## src/rtl/traffic_lamp_monitor.sv

```systemverilog
// traffic_lamp_monitor
//   Watches an upstream traffic-light phase code and re-drives the three lamps.
//   Phase code: 00 RED, 01 GREEN, 10 YELLOW, 11 illegal.
//   Any illegal code, out-of-order phase or stuck phase latches FAULT.
//   While in FAULT the red lamp flashes until fault_clr is raised.
// Ports
//   clk, reset      rising-edge clock, synchronous active-high reset
//   light_in[1:0]   upstream phase code
//   fault_clr       level request to leave FAULT
//   lamp_*          lamp drives (registered)
//   fault           high while in FAULT
//   fault_code[1:0] 00 none, 01 ILLEGAL, 10 SEQ, 11 STUCK
//   cycle_cnt       completed RED-GREEN-YELLOW-RED cycles, saturating
module traffic_lamp_monitor #(
  parameter int FLASH_DIV   = 4,
  parameter int WDOG_CYCLES = 16,
  parameter int CNT_W       = 16
) (
  input  logic             clk,
  input  logic             reset,
  input  logic [1:0]       light_in,
  input  logic             fault_clr,
  output logic             lamp_red,
  output logic             lamp_yellow,
  output logic             lamp_green,
  output logic             fault,
  output logic [1:0]       fault_code,
  output logic [CNT_W-1:0] cycle_cnt
);

  localparam int FL_W = $clog2(FLASH_DIV + 1);
  localparam int WD_W = $clog2(WDOG_CYCLES);

  localparam logic [1:0] C_RED = 2'b00;
  localparam logic [1:0] C_GRN = 2'b01;
  localparam logic [1:0] C_YEL = 2'b10;
  localparam logic [1:0] C_ILL = 2'b11;

  localparam logic [1:0] F_NONE  = 2'b00;
  localparam logic [1:0] F_ILL   = 2'b01;
  localparam logic [1:0] F_SEQ   = 2'b10;
  localparam logic [1:0] F_STUCK = 2'b11;

  typedef enum logic [1:0] {S_INIT, S_RUN, S_FAULT} state_t;

  state_t           r_state, w_state;
  logic [1:0]       r_prev, w_prev;
  logic [WD_W-1:0]  r_wdog, w_wdog;
  logic [FL_W-1:0]  r_flash, w_flash;
  logic             r_red, w_red;
  logic             r_yel, w_yel;
  logic             r_grn, w_grn;
  logic             r_fault, w_fault;
  logic [1:0]       r_code, w_code;
  logic [CNT_W-1:0] r_cnt, w_cnt;
  logic [1:0]       w_succ;

  // Expected next phase after the last accepted one.
  always_comb begin
    case (r_prev)
      C_RED:   w_succ = C_GRN;
      C_GRN:   w_succ = C_YEL;
      C_YEL:   w_succ = C_RED;
      default: w_succ = C_RED;
    endcase
  end

  always_comb begin
    w_state = r_state;
    w_prev  = r_prev;
    w_wdog  = r_wdog;
    w_flash = r_flash;
    w_red   = r_red;
    w_yel   = r_yel;
    w_grn   = r_grn;
    w_fault = r_fault;
    w_code  = r_code;
    w_cnt   = r_cnt;

    case (r_state)
      S_INIT: begin
        w_red = 1'b1;
        w_yel = 1'b0;
        w_grn = 1'b0;
        if (light_in == C_RED) begin
          w_state = S_RUN;
          w_prev  = C_RED;
          w_wdog  = '0;
        end else if (light_in == C_ILL) begin
          w_state = S_FAULT;
          w_fault = 1'b1;
          w_code  = F_ILL;
          w_flash = '0;
        end
      end

      S_RUN: begin
        // Checks are ordered ILLEGAL, hold/STUCK, successor, SEQ so that at
        // most one fault can fire per cycle.
        if (light_in == C_ILL) begin
          w_state = S_FAULT;
          w_fault = 1'b1;
          w_code  = F_ILL;
        end else if (light_in == r_prev) begin
          if (r_wdog == WD_W'(WDOG_CYCLES - 1)) begin
            w_state = S_FAULT;
            w_fault = 1'b1;
            w_code  = F_STUCK;
          end else begin
            w_wdog = r_wdog + WD_W'(1);
          end
        end else if (light_in == w_succ) begin
          w_prev = light_in;
          w_wdog = '0;
          w_red  = (light_in == C_RED);
          w_grn  = (light_in == C_GRN);
          w_yel  = (light_in == C_YEL);
          if (r_prev == C_YEL && r_cnt != '1)
            w_cnt = r_cnt + CNT_W'(1);
        end else begin
          w_state = S_FAULT;
          w_fault = 1'b1;
          w_code  = F_SEQ;
        end
        // Entering FAULT starts the flash in its on-phase.
        if (w_state == S_FAULT) begin
          w_red   = 1'b1;
          w_yel   = 1'b0;
          w_grn   = 1'b0;
          w_flash = '0;
          w_wdog  = '0;
        end
      end

      S_FAULT: begin
        w_yel = 1'b0;
        w_grn = 1'b0;
        if (fault_clr) begin
          w_state = S_INIT;
          w_fault = 1'b0;
          w_code  = F_NONE;
          w_red   = 1'b1;
          w_flash = '0;
          w_wdog  = '0;
          w_prev  = C_RED;
        end else if (r_flash == FL_W'(FLASH_DIV - 1)) begin
          w_flash = '0;
          w_red   = ~r_red;
        end else begin
          w_flash = r_flash + FL_W'(1);
        end
      end

      default: begin
        w_state = S_INIT;
        w_red   = 1'b1;
        w_yel   = 1'b0;
        w_grn   = 1'b0;
        w_fault = 1'b0;
        w_code  = F_NONE;
      end
    endcase
  end

  always_ff @(posedge clk) begin
    if (reset) begin
      r_state <= S_INIT;
      r_prev  <= C_RED;
      r_wdog  <= '0;
      r_flash <= '0;
      r_red   <= 1'b1;
      r_yel   <= 1'b0;
      r_grn   <= 1'b0;
      r_fault <= 1'b0;
      r_code  <= F_NONE;
      r_cnt   <= '0;
    end else begin
      r_state <= w_state;
      r_prev  <= w_prev;
      r_wdog  <= w_wdog;
      r_flash <= w_flash;
      r_red   <= w_red;
      r_yel   <= w_yel;
      r_grn   <= w_grn;
      r_fault <= w_fault;
      r_code  <= w_code;
      r_cnt   <= w_cnt;
    end
  end

  assign lamp_red    = r_red;
  assign lamp_yellow = r_yel;
  assign lamp_green  = r_grn;
  assign fault       = r_fault;
  assign fault_code  = r_code;
  assign cycle_cnt   = r_cnt;

endmodule

```

## config.mk

```make
export PLATFORM = sky130hd
export DESIGN_NAME = traffic_lamp_monitor
export DESIGN_NICKNAME = d
export VERILOG_FILES = /design/src/rtl/traffic_lamp_monitor.sv
export SDC_FILE = /design/constraint.sdc
export NUM_CORES = 1
export LEC_CHECK = 0
export BUFFER_PORTS_ARGS = -buffer_cell sky130_fd_sc_hd__buf_4
export CAP_MARGIN = 15
export CORE_ASPECT_RATIO = 1.5
export CORE_MARGIN = 5
export CORE_UTILIZATION = 50
export CTS_CLUSTER_SIZE = 28
export DETAILED_ROUTE_END_ITERATION = 6
export GPL_TIMING_DRIVEN = 1
export PLACE_DENSITY_LB_ADDON = 0.08
export SETUP_SLACK_MARGIN = 0.4
export SLEW_MARGIN = 10
export SYNTH_ARGS = -nofsm -noshare
export SYNTH_HDL_FRONTEND = slang
export SYNTH_SLANG_ARGS = --single-unit
```

## constraint.sdc

```tcl
create_clock -name clk -period 2.76 [get_ports clk]
set_input_delay 0.552 -clock clk [delete_from_list [all_inputs] [get_ports clk]]
set_output_delay 0.552 -clock clk [all_outputs]
set_load 0.05 [all_outputs]
```

# Word-level counts from Yosys, hierarchy flattened
# Cells that the tools add are included.
dict set report word_totals {
  ff_bits 33
  elab_cells 112
  out_inout_bits 22
}
dict set report classes {
  add_sub_neg 3
  eq_ne 30
  bitwise_logic 4
  reduce_logical 14
  n_mux 51
}
# cell n
set ops {}
lappend ops {{2-bit 2-to-1 mux} 18}
lappend ops {{4-bit 2-to-1 mux} 7}
lappend ops {{2-bit one-hot mux with 3 select lines} 3}
lappend ops {{16-bit by 1-bit adder with 16-bit output, second input constant} 1}
lappend ops {{16-bit != test, second input constant} 1}
lappend ops {{2-bit != test, second input constant} 8}
lappend ops {{4-bit != test, second input constant} 4}
lappend ops {{3-bit 2-to-1 mux} 5}
lappend ops {{3-bit != test, second input constant} 5}
lappend ops {{1-bit 2-to-1 mux} 13}
lappend ops {{4-bit one-hot mux with 3 select lines} 1}
lappend ops {{6-bit AND reduction} 2}
lappend ops {{2-bit equality test, second input constant} 5}
lappend ops {{5-bit AND reduction} 2}
lappend ops {{3-bit one-hot mux with 3 select lines} 1}
lappend ops {{4-bit AND reduction} 2}
lappend ops {{2-bit by 1-bit equality test with 1-bit output, second input constant} 3}
lappend ops {{2-bit logical NOT} 3}
lappend ops {{4-bit by 1-bit adder with 4-bit output, second input constant} 1}
lappend ops {{2-bit equality test} 2}
lappend ops {{4-bit equality test, second input constant} 1}
lappend ops {{1-bit inverter} 4}
lappend ops {{2-bit one-hot mux with 2 select lines} 1}
lappend ops {{3-bit by 1-bit adder with 3-bit output, second input constant} 1}
lappend ops {{8 further kinds} 8}

# Logic depth before layout (Yosys ltp)
dict set report depth {
  ltp_word 10
  depth_mapped 8
  ltp_nobuf 7
}

# Worst setup path after synthesis
# OpenSTA, ideal clock, no wires.
dict set report synth_timing {
  path_kind {in2reg}
  startpoint {input light_in[1]}
  endpoint {register r_flash[1]}
  slack_ps 641
  required_ps 2690
  arrival_time_ps 2048
  path_stages 8
  cell_sequence {clkbuf_2 inv_1 ha_1 inv_1 a21boi_0 or2_2 or4b_1 a21oi_1}
}
dict set report synth_via {
  elab_chain_len 8
  elab_cells_between_ends 13
  cone_classes {eq/ne (7); mux (4); reduce/logical (2)}
}
# element line_no
set synth_lines {}
lappend synth_lines {{start, declared} 21} ;# input logic [1:0] light_in,
lappend synth_lines {{2-bit equality test} 112} ;# end else if (light_in == w_succ) begin
lappend synth_lines {{2-bit 2-to-1 mux} 112}
lappend synth_lines {{2-bit 2-to-1 mux} 104} ;# end else if (light_in == r_prev) begin
lappend synth_lines {{2-bit 2-to-1 mux} 100} ;# if (light_in == C_ILL) begin
lappend synth_lines {{2-bit 2-to-1 mux} 80} ;# case (r_state)
lappend synth_lines {{2-bit equality test} 126} ;# if (w_state == S_FAULT) begin
lappend synth_lines {{2-bit != test (no line)} n/a}
lappend synth_lines {{4-bit AND reduction (no line) (*)} n/a}
lappend synth_lines {{end signal, assigned} 181} ;# r_flash <= w_flash;
lappend synth_lines {{end, declared} 49} ;# logic [FL_W-1:0] r_flash, w_flash;
# Every way passes the cells marked *; elsewhere a longest branch is shown, timed or not. The select of a mux whose other input is x is not followed.
# A chain may end at the register's enable or synchronous reset.

# Final worst setup path
dict set report layout_timing {
  startpoint {register r_state[1]}
  endpoint {register r_cnt[12], in the netlist cycle_cnt[12]}
}
dict set report layout_via {
  elab_chain_len 2
}
# element line_no
set layout_lines {}
lappend layout_lines {{start, declared} 46} ;# state_t r_state, w_state;
lappend layout_lines {{start signal, assigned} 178} ;# r_state <= w_state;
lappend layout_lines {{2-bit by 1-bit equality test with 1-bit output} 80}
lappend layout_lines {{5-bit AND reduction (no line)} n/a}
lappend layout_lines {{end signal, assigned} 187} ;# r_cnt <= w_cnt;
lappend layout_lines {{end, declared} 55} ;# logic [CNT_W-1:0] r_cnt, w_cnt;
# No other way between the ends.

==> flow_metrics.tcl <==
set metrics [dict create \
    firstDrtPassIters 4 \
    die_w_um 59.0 \
    syn-cell-area_um2 1800 \
    drt_iter0_drc 65 \
    finClkSkew_ns 0.00972 \
    power_switching_uw 357 \
    critPathRequiredTime_ns 2.96 \
    rsz0062_at_grt "no" \
    startpoint_type "flop" \
    grt_antenna_before_repair 0 \
    grt_max_degree 32 \
    timing.final.crit_share 0.787 \
    ys_seq_area_frac 0.367 \
    worstPathMaxFanout 8 \
    grt_pass1_vias 1651 \
    io_buffer_count 26 \
    area_growth_pct 18.6 \
    vias 1628 \
    overflow 0 \
    grt_usage 0.185 \
    layout.nets 254 \
    initial_core_util 0.522 \
    syn-instance-count 209 \
    synthTopCellsByArea "dfxtp_1, ha_1, xnor2_1" \
    ant_nets 0 \
    drt-wirelength-per-cell_um 14.7 \
    syn_nets 225 \
    nFillCells 326 \
    cts_num_sinks 33 \
    path_cells "inv_1 > ha_1 > nor2b_1 > nand4_1 > nor2_2 > a31oi_1 > a211oi_1" \
    wirelength_mm 4.13 \
    cpPeakStageDelay_ns 0.34 \
    synth-seq-cells 33 \
    power.share.clock 0.343 \
    io_pins 27 \
    drive_gt1_frac 0.188 \
    cap_viol_max_count 0 \
    grt_pass1_wl_mm 7.15 \
    setup_tns_ns 0 \
    yosysTopAreaCell "dfxtp_1" \
    multi_input_area_um2 1070 \
    synth_cell_types 43 \
    p_seq_frac 0.440 \
    timing.final.max_slew_violations 0 \
    worstSkewPairLatency_ns 0.29 \
    worstMarginPinSlew_ns 0.604 \
    htreeDepth 2 \
    post-cts-setup-buffers 0 \
    syn_avg_cell_area_um2 8.62 \
    finalCriticalPeriod_ns 2.17 \
    slowest_stage "dfxtp_1" \
    crit_family "simple AND/OR/NAND/NOR gates" \
    peakVddDrop_mv 0.364 \
    hold_viol 0 \
    ctsLongestPathBuffers 2 \
    cts_tree "yes" \
    p_int_uw 818 \
    num_antenna_cells 0 \
    cts_hold_buf 0 \
    swShare 0.304 \
    regArea_um2 661 \
    synth_async_sr_flop_share 0 \
    synth_edf_count 0 \
    core_area_um2 3450 \
    setup_viol 0 \
    path_class "flop to flop" \
    netlist.area_leader.share 0.367 \
    gp_congestion 0.840 \
    fmax_mhz 461 \
    crit_buf_inv 1 \
    p_total_uw 1180 \
    final_common_cell "dfxtp_1" \
    yosysWarnings 0 \
    crit_arrival_ns 2.37 \
    synth_flop_cell "dfxtp_1" \
    worst_setup_path_end_kind "flop" \
    drc_errors 0 \
    p_leak_uw 0.000791 \
    dieArea_um2 4930 \
    final_cell_mix "dfxtp_1, nor2_1, buf_4, inv_1, xnor2_1" \
    die_h_um 83.5 \
    cts_buffers 5 \
    dp_hpwl_mm 3.10 \
    hp-class "flop to flop" \
    clk_pin_slew_ns 0.07 \
    status "complete, no violations" \
    max-slew-margin-rel 0.595 \
    vias_per_cell 5.79 \
    comb_power_share 0.217 \
    powerDensity_nw_per_um2 550 \
    cts_resized 0 \
    cts.root.buffer_cell "clkbuf_8" \
    rows 26 \
]
## synthesized netlist by cell type (all sizes together), types with 5 or more instances
cell and n:
xnor2 15, o21ai 7, nor3 7, nand2 9, ha 11, nand3 6, nor2 28, inv 15
a211oi 12, nand4 5, nor2b 5, a21oi 10, dfxtp 33
## routing by layer
metal,up-vias,part of all wire,global-route usage
met1,779,0.39,0.185
li1,797,-,-
met5,-,0,0
met4,0,0.028,0.103
met2,42,0.54,0.335
met3,10,0.041,0.0387
## cell type report
cell class / count / share of cell area
inverter: 15 / 0.0263
clock inverter: 1 / 0.00234
clock buffer: 7 / 0.0451
timing repair buffer: 26 / 0.0913
tap: 42 / 0.0246
sequential: 33 / 0.309
multi-input combinational: 157 / 0.501
## power by group through the flow
stage	registers [uW]	clock network, uW	logic [uW]
after CTS	517	420	256
after global routing	520	445	278
after detailed placement	528	0	254
after global placement	527	0	250
after floorplan	570	0	146
final	517	403	255
## kinds of logic after synthesis
kind of cell,after synthesis,share of synthesized area
AO/OA/AOI/OAI,44,0.168
XOR/XNOR,17,0.0826
adder cells (fa/ha/maj),11,0.0764
buffers and inverters,19,0.0403
flip-flops,33,0.367
multiplexers,5,0.0285
AND/OR/NAND/NOR,80,0.237
## registers in the layout, summed over array words and instances (netlist names)
register     cells
cycle_cnt       16
lamp_yellow      1
r_state          2
r_wdog           4
r_prev           2
lamp_red         1
fault            1
fault_code       2
lamp_green       1
r_flash          3
## per-stage QoR
stage	cell area [um^2]	hold WS (ns)	utilization	instances	setup WS [ns]
3_3_place_gp	2030	0.435	0.590	273	0.535
4_1_cts	2130	0.462	0.619	281	0.556
6_report	2140	0.457	0.620	281	0.589
5_1_grt	2140	0.466	0.620	281	0.449
3_5_place_dp	2030	0.452	0.590	273	0.375
2_1_floorplan	1800	0.425	-	209	0.641
## path summary, 6_finish.rpt
kind	startpoint	end	slack, ns	cells after the start
setup / recovery	r_state[1]	cycle_cnt[12]	0.59	7
hold / removal	r_flash[2]	r_flash[2]	0.46	1
setup reg to reg	r_state[1]	cycle_cnt[12]	0.59	7
hold reg to reg	r_flash[2]	r_flash[2]	0.46	1
(Power assumes the default switching activity.)
